[src/rtl/posit_pkg.sv]
// Shared sizing helpers and small types for the posit decode/encode blocks.
package posit_pkg;

  typedef struct packed {
    logic sign;
    logic zero;
    logic nar;
  } posit_flags_t;

  function automatic int posit_bias(input int n, input int es);
    return (n - 2) << es;
  endfunction

  function automatic int posit_ew(input int n, input int es);
    return $clog2(((2 * (n - 2)) + 1) << es);
  endfunction

  function automatic int posit_fw(input int n, input int es);
    return n - 3 - es;
  endfunction

  // Patterns are returned 32 bits wide; callers size-cast to their N.
  function automatic logic [31:0] posit_nar_pat(input int n);
    return 32'd1 << (n - 1);
  endfunction

  function automatic logic [31:0] posit_zero_pat(input int n);
    return (n > 0) ? 32'd0 : 32'd0;
  endfunction

endpackage

[src/rtl/posit_regime_count.sv]
// Leading-run detector over the N-1 magnitude bits below the sign: run polarity,
// saturating run length and a one-hot select of how far past regime+terminator to shift.
module posit_regime_count #(
  parameter int N = 8
) (
  input  logic [N-2:0]         bits_i,
  output logic                 r_o,
  output logic [$clog2(N)-1:0] m_o,
  output logic [N-3:0]         sel_o
);
  localparam int MW = $clog2(N);

  assign r_o = bits_i[N-2];

  // Ascending scan: the last hit is the highest differing bit, i.e. the terminator.
  always_comb begin
    m_o = MW'(N - 1);
    for (int i = 0; i <= N - 3; i++) begin
      if (bits_i[i] != r_o) m_o = MW'(N - 2 - i);
    end
  end

  // sel_o[j] means "drop j+2 leading bits"; runs of N-2 and N-1 both consume everything.
  for (genvar gi = 0; gi <= N - 3; gi++) begin : g_sel
    if (gi == N - 3) begin : g_last
      assign sel_o[gi] = (m_o == MW'(N - 2)) || (m_o == MW'(N - 1));
    end else begin : g_mid
      assign sel_o[gi] = (m_o == MW'(gi + 1));
    end
  end

endmodule

[src/rtl/posit_decode_pipe.sv]
// Two-stage valid/ready posit field extractor: S1 negates to magnitude and flags
// specials, S2 decodes regime/exponent/fraction into a biased exponent.
module posit_decode_pipe
  import posit_pkg::*;
#(
  parameter int N  = 8,
  parameter int ES = 0
) (
  input  logic                       clk,
  input  logic                       rst_n,
  input  logic                       flush,
  input  logic                       in_valid,
  output logic                       in_ready,
  input  logic [N-1:0]               posit_in,
  output logic                       out_valid,
  input  logic                       out_ready,
  output logic                       out_sign,
  output logic [posit_ew(N,ES)-1:0]  out_exp,
  output logic [posit_fw(N,ES)-1:0]  out_frac,
  output logic                       out_zero,
  output logic                       out_nar
);
  localparam int BIAS = posit_bias(N, ES);
  localparam int EW   = posit_ew(N, ES);
  localparam int FW   = posit_fw(N, ES);
  localparam int MW   = $clog2(N);
  localparam logic [N-1:0]      NAR_PAT  = N'(posit_nar_pat(N));
  localparam logic [N-1:0]      ZERO_PAT = N'(posit_zero_pat(N));
  localparam logic signed [EW:0] BIAS_S  = (EW + 1)'(BIAS);
  localparam logic signed [EW:0] ONE_S   = (EW + 1)'(1);

  logic          s1_valid_q, s1_valid_d;
  logic [N-2:0]  s1_mag_q, s1_mag_d;
  posit_flags_t  s1_flags_q, s1_flags_d;
  logic          s2_valid_q, s2_valid_d;
  logic          s2_sign_q, s2_sign_d, s2_zero_q, s2_zero_d, s2_nar_q, s2_nar_d;
  logic [EW-1:0] s2_exp_q, s2_exp_d;
  logic [FW-1:0] s2_frac_q, s2_frac_d;

  logic s2_adv, s1_adv;
  assign s2_adv   = !s2_valid_q || out_ready;
  assign s1_adv   = !s1_valid_q || s2_adv;
  assign in_ready = s1_adv;

  logic          r;
  logic [MW-1:0] m;
  logic [N-3:0]  sel;

  posit_regime_count #(.N(N)) u_regime (
    .bits_i (s1_mag_q),
    .r_o    (r),
    .m_o    (m),
    .sel_o  (sel)
  );

  // Bits below the two always-consumed leading bits, left-shifted by the one-hot amount.
  logic [N-4:0] shift_terms [N-3:0];
  logic [N-4:0] rem;
  for (genvar gi = 0; gi <= N - 3; gi++) begin : g_shift
    assign shift_terms[gi] = sel[gi] ? (s1_mag_q[N-4:0] << gi) : '0;
  end

  always_comb begin
    rem = '0;
    for (int i = 0; i <= N - 3; i++) rem = rem | shift_terms[i];
  end

  logic signed [EW:0] m_s, k_s, e_s, exp_s;
  if (ES > 0) begin : g_exp
    assign e_s = signed'((EW + 1)'(rem[N-4 -: ES]));
  end else begin : g_noexp
    assign e_s = '0;
  end

  assign m_s   = signed'((EW + 1)'(m));
  assign k_s   = r ? (m_s - ONE_S) : -m_s;
  assign exp_s = (k_s <<< ES) + e_s + BIAS_S;

  always_comb begin
    s1_valid_d = s1_valid_q;
    s1_mag_d   = s1_mag_q;
    s1_flags_d = s1_flags_q;
    if (flush) begin
      s1_valid_d = 1'b0;
    end else if (s1_adv) begin
      s1_valid_d = in_valid;
      if (in_valid) begin
        // Only the low N-1 bits of the negation feed the regime and fraction.
        s1_mag_d        = posit_in[N-1] ? -posit_in[N-2:0] : posit_in[N-2:0];
        s1_flags_d.sign = posit_in[N-1];
        s1_flags_d.zero = (posit_in == ZERO_PAT);
        s1_flags_d.nar  = (posit_in == NAR_PAT);
      end
    end
  end

  always_comb begin
    s2_valid_d = s2_valid_q;
    s2_sign_d  = s2_sign_q;
    s2_zero_d  = s2_zero_q;
    s2_nar_d   = s2_nar_q;
    s2_exp_d   = s2_exp_q;
    s2_frac_d  = s2_frac_q;
    if (flush) begin
      s2_valid_d = 1'b0;
    end else if (s2_adv) begin
      s2_valid_d = s1_valid_q;
      if (s1_valid_q) begin
        s2_sign_d = s1_flags_q.sign;
        s2_zero_d = s1_flags_q.zero;
        s2_nar_d  = s1_flags_q.nar;
        if (s1_flags_q.zero || s1_flags_q.nar) begin
          s2_exp_d  = '0;
          s2_frac_d = '0;
        end else begin
          s2_exp_d  = exp_s[EW] ? '0 : exp_s[EW-1:0];
          s2_frac_d = rem[FW-1:0];
        end
      end
    end
  end

  always_ff @(posedge clk or negedge rst_n) begin
    if (!rst_n) begin
      s1_valid_q <= 1'b0;
      s1_mag_q   <= '0;
      s1_flags_q <= '0;
      s2_valid_q <= 1'b0;
      s2_sign_q  <= 1'b0;
      s2_zero_q  <= 1'b0;
      s2_nar_q   <= 1'b0;
      s2_exp_q   <= '0;
      s2_frac_q  <= '0;
    end else begin
      s1_valid_q <= s1_valid_d;
      s1_mag_q   <= s1_mag_d;
      s1_flags_q <= s1_flags_d;
      s2_valid_q <= s2_valid_d;
      s2_sign_q  <= s2_sign_d;
      s2_zero_q  <= s2_zero_d;
      s2_nar_q   <= s2_nar_d;
      s2_exp_q   <= s2_exp_d;
      s2_frac_q  <= s2_frac_d;
    end
  end

  assign out_valid = s2_valid_q;
  assign out_sign  = s2_sign_q;
  assign out_zero  = s2_zero_q;
  assign out_nar   = s2_nar_q;
  assign out_exp   = s2_exp_q;
  assign out_frac  = s2_frac_q;

endmodule

[config.mk]
export PLATFORM = sky130hd
export DESIGN_NAME = posit_decode_pipe
export DESIGN_NICKNAME = d
export VERILOG_FILES = /design/src/rtl/posit_pkg.sv /design/src/rtl/posit_regime_count.sv /design/src/rtl/posit_decode_pipe.sv
export SDC_FILE = /design/constraint.sdc
export NUM_CORES = 1
export LEC_CHECK = 0
export ABC_AREA = 1
export BUFFER_PORTS_ARGS = -buffer_cell sky130_fd_sc_hd__clkbuf_2
export CAP_MARGIN = 5
export CORE_MARGIN = 3
export CORE_UTILIZATION = 60
export DETAILED_ROUTE_END_ITERATION = 8
export GPL_ROUTABILITY_DRIVEN = 0
export HOLD_SLACK_MARGIN = 0.12
export PLACE_DENSITY = 0.84
export SKIP_CTS_REPAIR_TIMING = 1
export SLEW_MARGIN = 20
export SYNTH_ARGS = -nofsm -noshare
export SYNTH_HDL_FRONTEND = slang
export SYNTH_HIERARCHICAL = 1
export SYNTH_SLANG_ARGS = --single-unit
[constraint.sdc]
create_clock -name clk -period 3.6 [get_ports clk]
set_input_delay 0.54 -clock clk [delete_from_list [all_inputs] [get_ports clk]]
set_output_delay 0.54 -clock clk [all_outputs]
set_load 0.005 [all_outputs]
# Word level (Yosys, flattened, before mapping)
# Index checks and enable logic that the tools add are counted.
[totals]
ff_bits = 24
inputBits = 13
output_inout_bits = 14
wordCells = 62
[op_classes]
n_addsub = 4
n_eq_ne = 12
muxes = 20
bitwise = 5
n_reduce_logical = 10
[ops]
columns = ["op", "n"]
rows = [
  ["two-way mux 5 bit", 7],
  ["OR 5 bit", 4],
  ["two-way mux 3 bit", 3],
  ["equality test 8 bit, second input constant", 1],
  ["zero test 8 bit", 1],
  ["two-way mux 4 bit", 2],
  ["two-way mux 7 bit", 1],
  ["negator 7 bit", 1],
  ["equality test 3 x 2 -> 1 bit, second input constant", 2],
  ["equality test 3 bit, second input constant", 2],
  ["!= test 1 bit", 6],
  ["AND reduction 3 bit", 2],
  ["adder 5 x 4 -> 5 bit, second input constant", 1],
  ["two-way mux 1 bit", 5],
  ["negator 3 -> 5 bit", 1],
  ["two-way mux 2 bit", 2],
  ["nonzero test 2 bit", 2],
  ["subtractor 3 x 1 -> 4 bit, second input constant", 1],
  ["equality test 3 x 1 -> 1 bit, second input constant", 1],
  ["logical OR 1 bit", 3],
  ["zero test 1 bit", 2],
  ["inverter 1 bit", 1],
]

# Logic depth before layout (Yosys ltp)
# Gate-level depths: netlist of run 1.
[depth]
ltp_word = 14
mapped_depth = 21

# By module
# Netlist of run 1, hierarchy kept.
[by_module_without_submodules]
columns = ["module", "n_inst", "cells_per_inst", "area_per_inst_um2", "seq_area_each_um2"]
rows = [
  ["posit_decode_pipe", 1, 174, 1350.0, 600.6],
  ["posit_regime_count", 1, 39, 240.2, 0.0],
]

# Least setup slack after synthesis of run 1
# OpenSTA, ideal clock, no wires.
[synth_timing]
path_kind = "register -> register"
from = "register s1_mag_q[6]"
to = "register s2_exp_q[3] (netlist: out_exp[3])"
setup_ps = 117
arrival_time_ps = 2245
required_time_ps = 3483
setup_slack_ps = 1237
stages_incl_launch_ff = 18
synth_period_minus_slack_ps = 2363
cell_sequence = "dfrtp_1 -> buf_6 -> xor2_4 -> inv_2 -> nand2_2 -> nand2_2 -> nand2_2 -> inv_1 -> ha_1 -> ha_1 -> or2_1 -> nand2_1 -> ha_1 -> nand3_1 -> nand2_1 -> nor2_1 -> nand3_1 -> nand2_1"
[synth_via]
elab_chain_len = 12
[synth_rtl]
columns = ["element", "line", "rtl"]
rows = [
  ["from (decl)", "posit_decode_pipe.sv:33", "logic [N-2:0] s1_mag_q, s1_mag_d;"],
  ["from (signal assigned)", "posit_decode_pipe.sv:136", "s1_mag_q <= s1_mag_d;"],
  ["!= test 1 bit", "posit_regime_count.sv:19", "if (bits_i[i] != r_o) m_o = MW'(N - 2 - i);"],
  ["two-way mux 1 bit", "posit_regime_count.sv:19", ""],
  ["two-way mux 2 bit (2 in series)", "posit_regime_count.sv:19", ""],
  ["two-way mux 3 bit (2 in series)", "posit_regime_count.sv:19", ""],
  ["two-way mux 3 bit (*)", "posit_regime_count.sv:19", ""],
  ["net m[0]", "posit_decode_pipe.sv:46", "logic [MW-1:0] m;"],
  ["negator 3 -> 5 bit / subtractor 3 x 1 -> 4 bit (equally long branches)", "posit_decode_pipe.sv:76", "assign k_s = r ? (m_s - ONE_S) : -m_s;"],
  ["two-way mux 5 bit (*)", "posit_decode_pipe.sv:76", ""],
  ["adder 5 x 4 -> 5 bit (*)", "posit_decode_pipe.sv:77", "assign exp_s = (k_s <<< ES) + e_s + BIAS_S;"],
  ["two-way mux 4 bit (*)", "posit_decode_pipe.sv:116", "s2_exp_d = exp_s[EW] ? '0 : exp_s[EW-1:0];"],
  ["two-way mux 4 bit (*)", "posit_decode_pipe.sv:112", "if (s1_flags_q.zero || s1_flags_q.nar) begin"],
  ["to (signal assigned)", "posit_decode_pipe.sv:142", "s2_exp_q <= s2_exp_d;"],
  ["to (decl)", "posit_decode_pipe.sv:37", "logic [EW-1:0] s2_exp_q, s2_exp_d;"],
]
# Mark *: on every way through the listed nets, which the timed path passes. The rest lies on a longest branch.
# A chain may end at the register's enable or synchronous reset.

# Worst setup path after layout of run 1
# Ends and elaborated chain as after synthesis.

==> key figures, run 1 <==
Status
  • Status: finished, final reports clean

Placed design
  • Post-DP HPWL: 2.347 mm
  • Port Buffer Count: 26
  • Setup Slack @ Placement: 0.7648 ns

Clocking
  • CTS Sinks: 24
  • Worst-skew pair later-pin latency: 0.31 ns
  • Clk slew on worst S/H paths: 0.13 ns
  • Root Buffer: clkbuf_4
  • CTS buffer count: 3
  • H-Tree Depth: 1
  • TritonCTS clock tree: yes
  • Clk buf depth: 2

Cells and area
  • # diodes: 0
  • Reg area: 600.6 um2
  • Total Nets Final: 257
  • Layout fillers: 211
  • Multi-input logic area: 825.8 um2
  • Layout area overhead: 12.07%
  • Layout cells sized above 1: 0.2479

Timing
  • Slew headroom: 0.5167
  • Fin Setup TNS: 0 ns
  • RSZ-0062 raised after global routing: false
  • Final clock skew: 0.002991 ns
  • Worst Tran Pin Value: 0.7250 ns
  • Final Max Slew Viols: 0
  • Fmax: 351.3 MHz
  • Setup ws final: 0.7532 ns
  • Period minus WS final: 2.847 ns
  • Hold Vio Cnt, Final: 0
  • # setup viols final: 0
  • Tcrit/Tclk final: 0.7908

Setup path
  • Crit. End Element: flop
  • Top delay family on crit path: simple AND/OR/NAND/NOR gates
  • Critical path class: flop to flop
  • Crit path DAT: 3.06 ns
  • Worst-path fanout max: 15
  • R2R Setup Slk: 0.75 ns
  • Buf/Inv on CP: 1
  • R2r endpoint: out_exp[3]
  • Req. time, crit path: 3.82 ns
  • R2R depth: 17
  • Most used cell, CP: nand2_1
  • Startpoint types: flop
  • Slowest stage delay, CP: 0.84 ns
  • CP max stage cell: dfrtp_1
  • R2R Path Start: s1_mag_q[6]
  • Critical path cell sequence: nand2_1 > nand2_1 > nand3_2 > nand2_2 > nand2_2 > nand2_2 > inv_1 > ha_1 > ha_1 > or2_1 > nand2_1 > ha_1 > nand3_1 > nand2_1 > nor2_1 > nand3_1 > nand2_1

Routing
  • Antenna viol nets, final: 0
  • Routed WL: 3.010 mm
  • Drt wl/cell: 11.23 um
  • Drt pass-1 iters: 4
  • # DRC: 0
  • Vias: 1393
  • Iter 0 DRT Violations: 67
  • Via/cell ratio: 5.198

Floorplanning
  • DIE HEIGHT: 57.42 um
  • Die W: 57.42 um
  • Initial Util: 0.6346
  • Core area: 2500 um2
  • IO Pins: 27
  • Die area: 3297 um2
  • Row count: 18

Pwr
  • Combinational Power Share: 0.430
  • Peak supply drop: 348.1 uV
  • Flop pwr share: 0.377
  • Internal: 0.6058 mW
  • P_sw: 0.3882 mW
  • Sw Ratio: 0.3905
  • Leakage power: 0.9744 nW
  • Pwr Total: 0.9940 mW
  • Power density cells: 559.0 nW/um2
  • Clock power frac: 0.193

Global routing
  • Vias in the first global route: 1314
  • Largest net degree at the start of global routing: 25
  • Initial antenna violation count: 0
  • GRT overflow: 0
  • GRT Overall Usage: 0.2056
  • First-pass GRT wire length: 5.506 mm

Synthesis
  • Mapped Area: 1587 um2
  • Net Count, Synth: 230
  • Average cell area after synthesis: 7.484 um2
  • YS warnings: 6
  • Synth Instances: 212

Hold path
  • Tightest Hold Check Type: input port to async pin

Run
  • Number of max-cap violations: 0
sequential cells by signal, indices dropped and copies added (netlist names):
signal / flops
s1_valid_q: 1
s1_flags_q: 3
out_zero: 1
out_frac: 5
out_nar: 1
out_valid: 1
out_exp: 4
s1_mag_q: 7
out_sign: 1
layout make-up:
type                    instances  share of cell area
clock inverters                 1             0.01689
inverters                      35             0.07389
multi-input cells             149              0.4645
clock buffers                   3             0.01267
flip-flops and latches         24              0.3378
well taps                      30             0.02111
repair buffers                 26             0.07319
power groups by stage:
stage,sequential (mW),combinational [mW],clock (mW)
after floorplan,0.367,0.330,0
after global placement,0.377,0.416,0
after detailed placement,0.381,0.425,0
after CTS,0.375,0.431,0.197
after global routing,0.383,0.500,0.206
final,0.375,0.427,0.191
cells in the final DEF (no fill, tap or decap), types with 2 or more instances in the layout:
cell      instances
nor2_4            3
or2_1             2
inv_1            31
nor2_1           17
clkbuf_2         26
ha_1              5
dfrtp_1          24
nand3_2           2
a21oi_1           6
o21ai_2           2
nand3_1          12
o22ai_1           3
a22o_1            2
clkbuf_4          3
xor2_1            2
nand2_1          55
o21ai_0          17
nand2_2          11
xnor2_1           2
inv_2             4
metrics by stage:
stage                     cell area [um2]  hold slack (ns)  utilization  instances
final                                1778           0.1985       0.7112        268
after CTS                            1778           0.2091       0.7112        268
after floorplan                      1587           0.2444            -        212
after global placement               1725           0.4651       0.6902        264
after global routing                 1778           0.2181       0.7112        268
after detailed placement             1725           0.4683       0.6902        264
worst max path at each step:
| stage | startpoint | endpoint | slack, ns | depth (start not counted) |
|---|---|---|---|---|
| after floorplan | s1_mag_q[6] | out_exp[3] | 1.24 | 17 |
| after global placement | s1_mag_q[6] | out_exp[3] | 0.89 | 17 |
| after detailed placement | s1_mag_q[6] | out_exp[3] | 0.76 | 17 |
| after CTS | s1_mag_q[6] | out_exp[3] | 0.74 | 17 |
| after global routing | s1_mag_q[6] | out_exp[3] | 0.48 | 17 |
| final | s1_mag_q[6] | out_exp[3] | 0.75 | 17 |
per-layer routing:
metal  wire length (um)  track usage  up-vias  share of wire
met5                  0            0        -              0
li1                   -            -      714              -
met4                 36      0.08940        0          0.012
met1               1359       0.2794      639           0.45
met3                108     0.006787        4          0.036
met2               1506       0.3419       36           0.50
Note: power is estimated with default switching activity, not from simulation.
==> run 2: changes to the inputs <==
- CORE_UTILIZATION: 60 -> 50
- PLACE_DENSITY: 0.84 -> 0.75
- clock period: 3.6 -> 2.58 ns (I/O delays scaled with it)
==> key figures, run 2 (same netlist as run 1, synthesis figures left out) <==
Status
  • Status: finished, final reports clean

Clocking
  • Root Buffer: clkbuf_4
  • Clk buf depth: 2
  • CTS Sinks: 24
  • TritonCTS clock tree: yes
  • Worst-skew pair later-pin latency: 0.31 ns
  • CTS buffer count: 3
  • H-Tree Depth: 1
  • Clk slew on worst S/H paths: 0.14 ns

Pwr
  • Sw Ratio: 0.3836
  • Power density cells: 775.1 nW/um2
  • Combinational Power Share: 0.461
  • P_sw: 0.5581 mW
  • Flop pwr share: 0.352
  • Pwr Total: 1.455 mW
  • Peak supply drop: 433.7 uV
  • Clock power frac: 0.187
  • Leakage power: 1.005 nW
  • Internal: 0.8966 mW

Floorplanning
  • Die area: 3885 um2
  • Initial Util: 0.5515
  • Row count: 19
  • Core area: 2877 um2
  • DIE HEIGHT: 62.33 um
  • IO Pins: 27
  • Die W: 62.33 um

Hold path
  • Tightest Hold Check Type: input port to flop

Cells and area
  • Final instance area: 1877 um2
  • Finished Core Util: 0.6525
  • # diodes: 0
  • Max FFs per register: 7
  • Commonest non-fill, non-tap cells in the layout: 53 x nand2_1, 30 x inv_1, 26 x clkbuf_2, 24 x dfrtp_1
  • Total Nets Final: 263
  • Register name with the most flops: s1_mag_q
  • Layout area overhead: 18.30%
  • Layout cells sized above 1: 0.2787
  • Layout fillers: 268
  • Commonest non-fill, non-tap cell in the layout: nand2_1

Placed design
  • Placed instance area: 1783 um2
  • Post-DP HPWL: 2.371 mm
  • Port Buffer Count: 26

Setup path
  • Most used cell, CP: nand2_2
  • Req. time, crit path: 2.85 ns
  • Critical path cell sequence: buf_12 > inv_2 > nand2_1 > nand2_2 > nand3_2 > nand2_2 > nand2_2 > nand2_2 > inv_2 > ha_1 > ha_1 > or2_1 > nand2_2 > ha_2 > nor2_1 > nand3_1 > nand2_1
  • Slowest stage delay, CP: 0.42 ns
  • Top delay family on crit path: simple AND/OR/NAND/NOR gates
  • Crit. End Element: flop
  • Startpoint types: flop
  • Buf/Inv on CP: 3
  • CP max stage cell: dfrtp_1
  • Critical path class: flop to flop
  • Crit path DAT: 2.70 ns
  • Worst-path fanout max: 10

Timing
  • Final Max Slew Viols: 0
  • Slew headroom: 0.6197
  • Worst Tran Pin Value: 0.5704 ns
  • Hold slack: 0.2588 ns
  • Final clock skew: 0.006723 ns
  • # setup viols final: 0
  • Fmax: 412.0 MHz
  • Fin Setup TNS: 0 ns
  • Tcrit/Tclk final: 0.9408
  • Hold Vio Cnt, Final: 0
  • RSZ-0062 raised after global routing: false
  • Period minus WS final: 2.427 ns

Global routing
  • GRT Overall Usage: 0.1701
  • GRT met3 Usage: 0.01802
  • Largest net degree at the start of global routing: 25
  • Initial antenna violation count: 0
  • Vias in the first global route: 1276
  • First-pass GRT wire length: 5.526 mm
  • Met2 Use GR: 0.3011
  • GRT overflow: 0
  • Busiest grt layer: met2
  • GRT met1 Usage: 0.2230

Routing
  • Via/cell ratio: 4.801
  • Routed WL: 3.014 mm
  • # DRC: 0
  • Drt pass-1 iters: 4
  • Vias: 1373
  • Iter 0 DRT Violations: 56
  • Antenna viol nets, final: 0
  • Drt wl/cell: 10.54 um

Run
  • Number of max-cap violations: 0
==> run 2: final timing paths <==
path / depth (start not counted) / slack, ns / start / endpoint
worst min register to register: 2 / 0.50 / out_exp[1] / out_exp[1]
max in group asynchronous: 2 / 1.62 / rst_n / out_frac[0]
min in group asynchronous: 2 / 0.59 / rst_n / out_frac[1]
worst min-delay path: 2 / 0.26 / flush / s1_valid_q
worst max register to register: 17 / 0.15 / s1_mag_q[6] / out_exp[2]
worst max-delay path: 17 / 0.15 / s1_mag_q[6] / out_exp[2]
==> run 2: metal layers <==
metal / vias to the layer above / part of all wire
li1: 721 / -
met2: 13 / 0.50
met1: 637 / 0.47
met4: 0 / 0.0063
met3: 2 / 0.022
met5: - / 0
==> run 2: final cells by class <==
class / count / area (um2) / share of cell area
tap: 42 / 52.55 / 0.02800
clock inverter: 1 / 30.03 / 0.01600
inverter: 35 / 131.4 / 0.07000
sequential: 24 / 600.6 / 0.3200
timing repair buffer: 32 / 190.2 / 0.1013
clock buffer: 3 / 22.52 / 0.01200
multi-input combinational: 149 / 849.6 / 0.4527
==> run 2: through the flow <==
| stage | instances | setup WS [ns] |
|---|---|---|
| 2_1_floorplan | 212 | 0.2170 |
| 3_3_place_gp | 280 | 0.1692 |
| 3_5_place_dp | 280 | 0.1046 |
| 4_1_cts | 284 | 0.09802 |
| 5_1_grt | 286 | 0.004074 |
| 6_report | 286 | 0.1527 |
==> run 2: power by group through the flow <==
stage | Clock (mW) | Combinational (mW) | Sequential [mW]
2_1_floorplan | 0 | 0.461 | 0.513
6_report | 0.272 | 0.671 | 0.512
3_3_place_gp | 0 | 0.642 | 0.514
3_5_place_dp | 0 | 0.650 | 0.518
5_1_grt | 0.283 | 0.773 | 0.525
4_1_cts | 0.274 | 0.655 | 0.509
